===== src/rtl/vc_flit_arbiter_pkg.sv =====
// Shared types for the VC flit arbiter: the flit format used by the router
// (type in the top bits, packet size next) plus the arbiter FSM encoding.
package vc_flit_arbiter_pkg;

  localparam int FlitWidth   = 34;
  localparam int FlitTpWidth = 2;
  localparam int PktSzWidth  = 8;
  localparam int NumVirtChn  = 2;
  localparam int VcWidth     = (NumVirtChn > 1) ? $clog2(NumVirtChn) : 1;

  typedef enum logic [FlitTpWidth-1:0] {
    HEAD_FLIT = 2'b00,
    BODY_FLIT = 2'b01,
    TAIL_FLIT = 2'b10
  } flit_type_t;

  typedef struct packed {
    flit_type_t                                     type_f;
    logic [PktSzWidth-1:0]                          pkt_size;
    logic [FlitWidth-FlitTpWidth-PktSzWidth-1:0]    data;
  } s_flit_head_data_t;

  typedef enum logic {ARB_IDLE, ARB_LOCKED} arb_state_t;

endpackage


===== src/rtl/vc_flit_arbiter_rr_picker.sv =====
// Combinational round-robin search: first requester at or above ptr_i,
// wrapping modulo N. Returns one-hot grant (zero if no request) and its index.
module vc_flit_arbiter_rr_picker #(
  parameter int N    = 2,
  parameter int IdxW = $clog2(N)
) (
  input  logic [N-1:0]    req_i,
  input  logic [IdxW-1:0] ptr_i,
  output logic [N-1:0]    gnt_o,
  output logic [IdxW-1:0] idx_o
);

  always_comb begin
    int               c;
    logic [IdxW-1:0]  cand;
    logic             found;
    gnt_o = '0;
    idx_o = '0;
    found = 1'b0;
    for (int k = 0; k < N; k++) begin
      c = int'(ptr_i) + k;
      if (c >= N) c = c - N;
      cand = IdxW'(c);
      if (!found && req_i[cand]) begin
        found       = 1'b1;
        gnt_o[cand] = 1'b1;
        idx_o       = cand;
      end
    end
  end

endmodule


===== src/rtl/vc_flit_arbiter.sv =====
// Round-robin VC-to-link flit arbiter with wormhole locking and a one-entry
// registered output. Optional per-VC packet counters under VC_ARB_PKT_CNT_EN.
module vc_flit_arbiter
  import vc_flit_arbiter_pkg::*;
#(
  parameter  int NumVc = NumVirtChn,
  parameter  int Width = FlitWidth,
  localparam int VcW   = $clog2(NumVc)
) (
  input  logic                  clk,
  input  logic                  arst,
  input  logic [Width-1:0]      fdata_i [NumVc],
  input  logic [NumVc-1:0]      valid_i,
  output logic [NumVc-1:0]      ready_o,
  output logic [Width-1:0]      fdata_o,
  output logic [VcW-1:0]        vc_id_o,
  output logic                  valid_o,
  input  logic                  ready_i,
  output logic                  locked_o
`ifdef VC_ARB_PKT_CNT_EN
  ,
  output logic [NumVc-1:0][15:0] pkt_cnt_o
`endif
);

  arb_state_t             state_q, state_d;
  logic [VcW-1:0]         rr_q, rr_d, lock_q, lock_d;
  logic                   valid_q;
  logic [Width-1:0]       fdata_q;
  logic [VcW-1:0]         vcid_q;

  logic [NumVc-1:0]       pick_gnt, grant;
  logic [VcW-1:0]         pick_idx, gidx, gidx_nxt;
  logic                   out_free, xfer;
  logic [Width-1:0]       sel;
  flit_type_t             ftype;
  logic [PktSzWidth-1:0]  psz;

  vc_flit_arbiter_rr_picker #(.N(NumVc), .IdxW(VcW)) u_pick (
    .req_i (valid_i),
    .ptr_i (rr_q),
    .gnt_o (pick_gnt),
    .idx_o (pick_idx)
  );

  always_comb begin
    grant = '0;
    gidx  = pick_idx;
    if (state_q == ARB_LOCKED) begin
      gidx          = lock_q;
      grant[lock_q] = valid_i[lock_q];
    end else begin
      grant = pick_gnt;
    end
    out_free = ~valid_q | ready_i;
    ready_o  = out_free ? grant : '0;
    xfer     = |ready_o;
    sel      = fdata_i[gidx];
    ftype    = flit_type_t'(sel[Width-1 -: FlitTpWidth]);
    psz      = sel[Width-1-FlitTpWidth -: PktSzWidth];
    gidx_nxt = (gidx == VcW'(NumVc-1)) ? '0 : gidx + VcW'(1);
  end

  // Malformed flits (body/tail in IDLE, head in LOCKED) pass through without
  // touching the lock; the assertions below flag them.
  always_comb begin
    state_d = state_q;
    rr_d    = rr_q;
    lock_d  = lock_q;
    if (xfer) begin
      case (state_q)
        ARB_IDLE: begin
          if (ftype == HEAD_FLIT && psz != '0) begin
            state_d = ARB_LOCKED;
            lock_d  = gidx;
          end else begin
            rr_d = gidx_nxt;
          end
        end
        ARB_LOCKED: begin
          if (ftype == TAIL_FLIT) begin
            state_d = ARB_IDLE;
            rr_d    = gidx_nxt;
          end
        end
        default: state_d = ARB_IDLE;
      endcase
    end
  end

  always_ff @(posedge clk or posedge arst) begin
    if (arst) begin
      state_q <= ARB_IDLE;
      rr_q    <= '0;
      lock_q  <= '0;
      valid_q <= 1'b0;
      fdata_q <= '0;
      vcid_q  <= '0;
    end else begin
      state_q <= state_d;
      rr_q    <= rr_d;
      lock_q  <= lock_d;
      if (xfer) begin
        valid_q <= 1'b1;
        fdata_q <= sel;
        vcid_q  <= gidx;
      end else if (ready_i) begin
        valid_q <= 1'b0;
      end
    end
  end

  assign valid_o  = valid_q;
  assign fdata_o  = fdata_q;
  assign vc_id_o  = vcid_q;
  assign locked_o = (state_q == ARB_LOCKED);

`ifdef VC_ARB_PKT_CNT_EN
  logic [NumVc-1:0][15:0] cnt_q;
  logic                   pkt_done;

  assign pkt_done = xfer && (ftype == TAIL_FLIT || (ftype == HEAD_FLIT && psz == '0));

  always_ff @(posedge clk or posedge arst) begin
    if (arst) begin
      cnt_q <= '0;
    end else if (pkt_done && cnt_q[gidx] != 16'hFFFF) begin
      cnt_q[gidx] <= cnt_q[gidx] + 16'd1;
    end
  end

  assign pkt_cnt_o = cnt_q;
`endif

`ifndef NO_ASSERTIONS
  a_gnt_onehot: assert property (@(posedge clk) disable iff (arst) $onehot0(ready_o));
  a_stall_hold: assert property (@(posedge clk) disable iff (arst)
    valid_o && !ready_i |=> valid_o && $stable(fdata_o) && $stable(vc_id_o));
  a_idle_head:  assert property (@(posedge clk) disable iff (arst)
    xfer && state_q == ARB_IDLE |-> ftype == HEAD_FLIT);
  a_lock_nohd:  assert property (@(posedge clk) disable iff (arst)
    xfer && state_q == ARB_LOCKED |-> ftype != HEAD_FLIT);
`endif

endmodule

===== config.mk =====
export PLATFORM = sky130hd
export DESIGN_NAME = vc_flit_arbiter
export DESIGN_NICKNAME = d
export VERILOG_FILES = /design/src/rtl/vc_flit_arbiter_pkg.sv /design/src/rtl/vc_flit_arbiter_rr_picker.sv /design/src/rtl/vc_flit_arbiter.sv
export SDC_FILE = /design/constraint.sdc
export NUM_CORES = 1
export LEC_CHECK = 0
export ABC_AREA = 1
export BUFFER_PORTS_ARGS = -buffer_cell sky130_fd_sc_hd__buf_2
export CAP_MARGIN = 20
export CORE_UTILIZATION = 35
export DETAILED_ROUTE_END_ITERATION = 10
export GPL_ROUTABILITY_DRIVEN = 1
export PLACE_DENSITY = 0.66
export SLEW_MARGIN = 15
export SYNTH_ARGS = -nofsm -noshare
export SYNTH_HDL_FRONTEND = slang
export SYNTH_SLANG_ARGS = --single-unit

===== constraint.sdc =====
create_clock -name clk -period 1.8 [get_ports clk]
set_clock_uncertainty 0.1 [all_clocks]
set_input_delay 0.36 -clock clk [delete_from_list [all_inputs] [get_ports clk]]
set_output_delay 0.36 -clock clk [all_outputs]
set_load 0.02 [all_outputs]

==> results.json, run 1 <==
{
  "status": "finished, final reports clean",
  "ys_seq_elements": 39,
  "tightest_slew_ps": 736,
  "yosys_warnings": 0,
  "synth_cell_type_count": 25,
  "dpl_cell_area_um2": 2650,
  "synth_area_um2": 2000,
  "gp_congestion": 0.845,
  "tritoncts": "done",
  "required_ps": 1340,
  "regArea_um2": 977,
  "r2r_start": "locked_o",
  "wirelength_um": 4930,
  "vdd_ir_drop_max_mv": 0.742,
  "port_buffers": 111,
  "start_util_pct": 36.3,
  "clock_sinks": 39,
  "cts_buffer_depth": 2,
  "routedWlPerCell_um": 11.1,
  "track_usage_pct": 17.2,
  "reg2reg_to": "rr_q",
  "synth_seq_area_share_pct": 48.8,
  "crit_type": "flop to primary output",
  "fin_setup_tns_ps": 0,
  "clock-root-buffer": "clkbuf_8",
  "drt_first_pass_iters": 4,
  "area_growth_syn_to_layout_pct": 40.6,
  "grt.overflow.total": 0,
  "clk_pin_slew_ps": 70,
  "vias": 2046,
  "die_w_um": 77.6,
  "syn_area_per_cell_um2": 7.77,
  "drcViolationCount": 0,
  "setup_viol": 0,
  "drt_iter0_markers": 95,
  "die_area_um2": 6020,
  "core.rowCount": 27,
  "grt_pass1_wl_um": 8230,
  "maxCapViolations": 0,
  "ff2ff_path_depth": 9,
  "antenna_left": 0,
  "grt_start_max_net_pins": 35,
  "endpoint_kind": "primary output",
  "final_max_slew_viol_count": 0,
  "stdcell_area_um2": 2810,
  "diodes": 0,
  "p_leak_nw": 1.48,
  "finalCriticalPeriod_ps": 1750,
  "syn-num-nets": 330,
  "dp_hpwl_um": 3760,
  "core_area_um2": 5510,
  "final_common_cell": "buf_2",
  "whs_ps": 4.65,
  "hold_viol": 0,
  "htree_levels": 2,
  "io_pins": 112,
  "clkLatencyLatePin_ps": 280,
  "most-common-layout-cells": "buf_2 (109), nand2_1 (90), dfrtp_1 (38)",
  "grt_pass1_vias": 1887,
  "nFillCells": 557,
  "synthCells": 257,
  "cp_max_fo": 3,
  "startpoint_type": "flop",
  "rrSetupSlack_ps": 100,
  "drive_above_1_share_pct": 40.6,
  "rsz0062_at_grt": "true",
  "power_density_nw_per_um2": 1840,
  "arrival_ps": 1290,
  "finish.net_count": 445,
  "min_path_type": "input port to asynchronous set/reset pin",
  "post-route-period-util_pct": 97.5,
  "viasPerCell": 4.61,
  "slew_headroom_pct": 50.6,
  "fmax_mhz": 570,
  "numCtsBuffers": 5,
  "antenna_found_initial": 0,
  "chipHeight_um": 77.6,
  "multi_input_area_um2": 896
}
[cell usage after synthesis]
cell | count | area (um^2)
nand2_1 | 91 | 342
dfrtp_1 | 39 | 976
nor2_1 | 31 | 116
a31oi_1 | 25 | 156
inv_1 | 16 | 60.1
o21ai_0 | 9 | 45.0
nand3b_1 | 7 | 52.6
buf_2 | 5 | 25.0
nand3_1 | 5 | 25.0
nand2_2 | 4 | 25.0
buf_6 | 3 | 33.8
inv_2 | 3 | 11.3
o21ai_1 | 3 | 15.0
buf_1 | 2 | 7.51
clkbuf_1 | 2 | 7.51
nand2_4 | 2 | 22.5
nand4_1 | 2 | 12.5
a21boi_1 | 1 | 7.51
a21oi_1 | 1 | 5.00
buf_4 | 1 | 7.51
clkbuf_2 | 1 | 5.00
nand3_4 | 1 | 17.5
nor2_2 | 1 | 6.26
nor3_2 | 1 | 10.0
or2_2 | 1 | 6.26
[flip-flops by register name, indices dropped and copies added (netlist names)]
register	count
valid_o	1
lock_q	1
fdata_o	34
rr_q	1
vc_id_o	1
locked_o	1
[critical path, stage by stage, from the launching register on]
cell and delay, ps:
dfrtp_1 410, inv_1 80, nand2_2 70, or2_4 230
nand3_2 70, inv_2 40, buf_6 120
[how the worst max path moves through the flow]
stage               slack [ps]        from     endpoint  depth (start not counted)
floorplan                   70    locked_o         rr_q                         14
CTS                        -40        rr_q   ready_o[1]                          6
detailed placement          20  valid_i[0]         rr_q                         13
finish                      50        rr_q   ready_o[1]                          6
global route               -50    locked_o  fdata_o[12]                          7
global placement            90  valid_i[0]         rr_q                         13
[power breakdown]
group / switching [mW] / internal, mW
logic: 1.91 / 1.09
registers: 0.249 / 1.34
clock network: 0.287 / 0.301
total: 2.44 / 2.73
[per-layer routing]
layer  vias up  global-route usage [%]  part of all wire, %
met1       909                    20.9                   44
met5         -                       0                    0
met3         7                    2.94                  6.9
li1       1056                       -                    -
met4         0                    6.79                  1.7
met2        74                    30.1                   47
[through the flow]
stage | setup slack (ps) | power, mW | std cells | utilization, %
final | 45.1 | 5.17 | 444 | 51.0
after detailed placement | 21.1 | 4.51 | 435 | 48.1
after global placement | 87.9 | 4.47 | 435 | 48.1
after CTS | -39.7 | 5.14 | 443 | 50.1
after floorplan | 70.7 | 3.65 | 257 | -
after global routing | -46.9 | 5.64 | 444 | 51.0
[cells by family after synthesis]
| family | synth area share [%] |
|---|---|
| simple gates | 31.8 |
| flops | 48.8 |
| compound gates | 11.5 |
| buf+inv | 7.89 |
[repair_timing]
action,CTS,global route
pin swaps,0,2
gates resized for setup,3,15
endpoints found under the setup margin,2,20
setup buffers,1,1
hold buffers,0,0
[layout make-up]
cell class	instances	share of cell area (%)
clock buffers	6	2.94
repair buffers	122	24.5
clock inverters	1	0.178
well taps	72	3.21
multi-input cells	185	31.9
flip-flops and latches	39	34.8
inverters	19	2.54
Power figures use the tool's default switching activity.
==> run 2: changes to the inputs <==
- ABC_AREA: 1 -> default
==> run 2 against run 1 <==
  * Die area decreased by 0.93%
  * Design area increased by 1.3%
  * Count of clock-buffer cells in the layout increased by 1
  * Hold slack improved by 86 ps
  * Wire length decreased by 4.4%
  * Final cell count decreased by 14%
  * Synthesized area decreased by 0.94%
  * Critical endpoint is now ready_o[0]
  * Largest cell class unchanged
==> results.json, run 2 <==
{
  "status": "finished, final reports clean",
  "synth_cell_type_count": 30,
  "synthAdderAreaFrac_pct": 0,
  "viasPerCell": 4.64,
  "crit_type": "flop to primary output",
  "power_density_nw_per_um2": 1740,
  "drive_above_1_share_pct": 47.9,
  "p_int_mw": 2.87,
  "crit_buf_inv": 1,
  "slew_headroom_pct": 62.6,
  "grt.overflow.total": 0,
  "synth_area_um2": 1980,
  "gp_congestion": 0.870,
  "p_sw_mw": 2.09,
  "combPwrFrac_pct": 56.1,
  "ys_seq_elements": 39,
  "timing.final.ws_setup_ps": 14.4,
  "drt_iter0_markers": 33,
  "syn_area_per_cell_um2": 10.5,
  "synth_seq_area_share_pct": 49.3,
  "vias": 1767,
  "area_growth_syn_to_layout_pct": 43.7,
  "synth_enable_flop_cells": 0,
  "instances_no_fill": 381,
  "grt_pass1_wl_um": 7700,
  "synth_area_leader_cell": "dfrtp_1",
  "finish.net_count": 381,
  "clk_pin_slew_ps": 70,
  "grt_pass1_vias": 1714,
  "fmax_mhz": 560,
  "arrival_ps": 1330,
  "required_ps": 1340,
  "synth_top_family_by_area": "multiplexers",
  "chipHeight_um": 77.2,
  "clock-root-buffer": "clkbuf_8",
  "p_leak_nw": 1.47,
  "cts_buffer_depth": 2,
  "drcViolationCount": 0,
  "most-common-layout-cells": "buf_2 (111), dfrtp_1 (37), nand2_1 (35)",
  "clock_sinks": 39,
  "synthCells": 188,
  "max_stage_delay_ps": 480,
  "yosys_most_used_dff": "dfrtp_1",
  "track_usage_pct": 16.4,
  "tritoncts": "done",
  "cp_max_fo": 7,
  "yosys_warnings": 0,
  "regArea_um2": 978,
  "tightest_slew_ps": 556,
  "final_max_slew_viol_count": 0,
  "syn-num-nets": 261,
  "finalCriticalPeriod_ps": 1790,
  "rrSetupSlack_ps": 30,
  "die_w_um": 77.2,
  "routedWlPerCell_um": 12.4,
  "startpoint_type": "flop",
  "fin_util_pct": 52.0,
  "dp_slack_ps": -35.9,
  "start_util_pct": 36.2,
  "core.rowCount": 27,
  "largest_reg_flops": 34,
  "dp_hpwl_um": 3510,
  "die_area_um2": 5960,
  "synth_xor_area_share_pct": 0,
  "clockPowerShare_pct": 12.8,
  "seqPwrFrac_pct": 31.1,
  "antenna_left": 0,
  "worstPathCellList": "nor2b_2 -> a22o_1 -> nor2_4 -> buf_6",
  "ys_top_cells_by_count": "dfrtp_1 (39), mux2i_1 (36), nand2_1 (35)",
  "synth.area.top_cells": "dfrtp_1 (49%), mux2i_1 (18%), nand2_1 (6.6%)",
  "maxCapViolations": 0,
  "synth_mux_area_share_pct": 18.2,
  "hold_viol": 0,
  "core_area_um2": 5470,
  "antenna_found_initial": 0,
  "setup_viol": 0,
  "yosysMostFrequentCell": "dfrtp_1",
  "numPlacedInstances": 365,
  "synth-async-reset-ratio_pct": 100,
  "io_pins": 112,
  "clkLatencyLatePin_ps": 280,
  "multi_input_area_um2": 957,
  "nFillCells": 506,
  "grt_start_max_net_pins": 63,
  "drt_first_pass_iters": 4,
  "min_path_type": "input port to asynchronous set/reset pin",
  "path_delay_family": "flip-flops",
  "post-route-period-util_pct": 99.2,
  "vdd_ir_drop_max_mv": 1.14,
  "port_buffers": 111,
  "wirelength_um": 4720,
  "diodes": 0,
  "htree_levels": 2,
  "synth_top_area_share_pct": 49.3,
  "endpoint_kind": "primary output",
  "synth-simple-area-share_pct": 10.2,
  "numCtsBuffers": 5,
  "rsz0062_at_grt": "true",
  "synth_compound_area_share_pct": 16.4,
  "cp_slowest_cell": "dfrtp_2",
  "final_common_cell": "buf_2",
  "p_sw_share_pct": 42.2
}
[run 2: power by group through the flow]
stage,registers [mW],logic [mW],clock network [mW]
5_1_grt,1.62,3.03,0.704
4_1_cts,1.55,2.68,0.671
3_3_place_gp,1.56,2.50,0
3_5_place_dp,1.56,2.56,0
2_1_floorplan,2.04,1.34,0
6_report,1.54,2.78,0.635
[run 2: what timing repair did]
action,CTS,global route
hold buffers,0,0
resized for setup,8,8
cloned,0,1
endpoints found under the setup margin,2,18
pin swaps,3,1
setup buffers,5,2
[run 2: per-layer routing]
layer	vias up	share of wire, %	global-route usage, %
met5	-	0	0
met3	2	6.1	3.57
met1	787	44	20.1
met4	0	0.36	6.79
li1	913	-	-
met2	65	50	27.5
[run 2: path summary, 6_finish.rpt]
kind,end,start,cells past startpoint
hold / removal,fdata_o[0],arst,3
setup reg to reg,fdata_o[28],locked_o,6
max in group asynchronous,locked_o,arst,3
hold reg to reg,fdata_o[19],fdata_o[19],2
min in group clk,fdata_o[10],fdata_i[10],3
setup / recovery,ready_o[0],locked_o,4
[run 2: kinds of logic (layout without fill, tap and decap cells)]
| family | Yosys count | after routing |
|---|---|---|
| mux | 36 | 36 |
| simple gates | 46 | 46 |
| compound gates | 52 | 52 |
| flops | 39 | 39 |
| buf+inv | 15 | 136 |
[run 2: tightest hold or removal path, stage by stage]
cell and delay, ps:
buf_2 100, clkinv_1 40, buf_4 410
[run 2: final cells by class]
class	count	share of cell area (%)
inverters	2	0.264
clock inverters	1	0.264
repair buffers	126	24.9
well taps	72	3.17
flip-flops and latches	39	34.4
clock buffers	7	3.39
multi-input cells	134	33.6
[run 2: metrics by stage]
step | cell area [um^2] | setup TNS [ps] | hold WS [ps] | power [mW]
6_report | 2850 | 0 | 90.6 | 4.96
5_1_grt | 2850 | -312 | 120 | 5.34
4_1_cts | 2790 | -15.0 | 97.2 | 4.90
3_5_place_dp | 2620 | -35.9 | 366 | 4.12
3_3_place_gp | 2620 | 0 | 359 | 4.06
2_1_floorplan | 1990 | 0 | 361 | 3.38
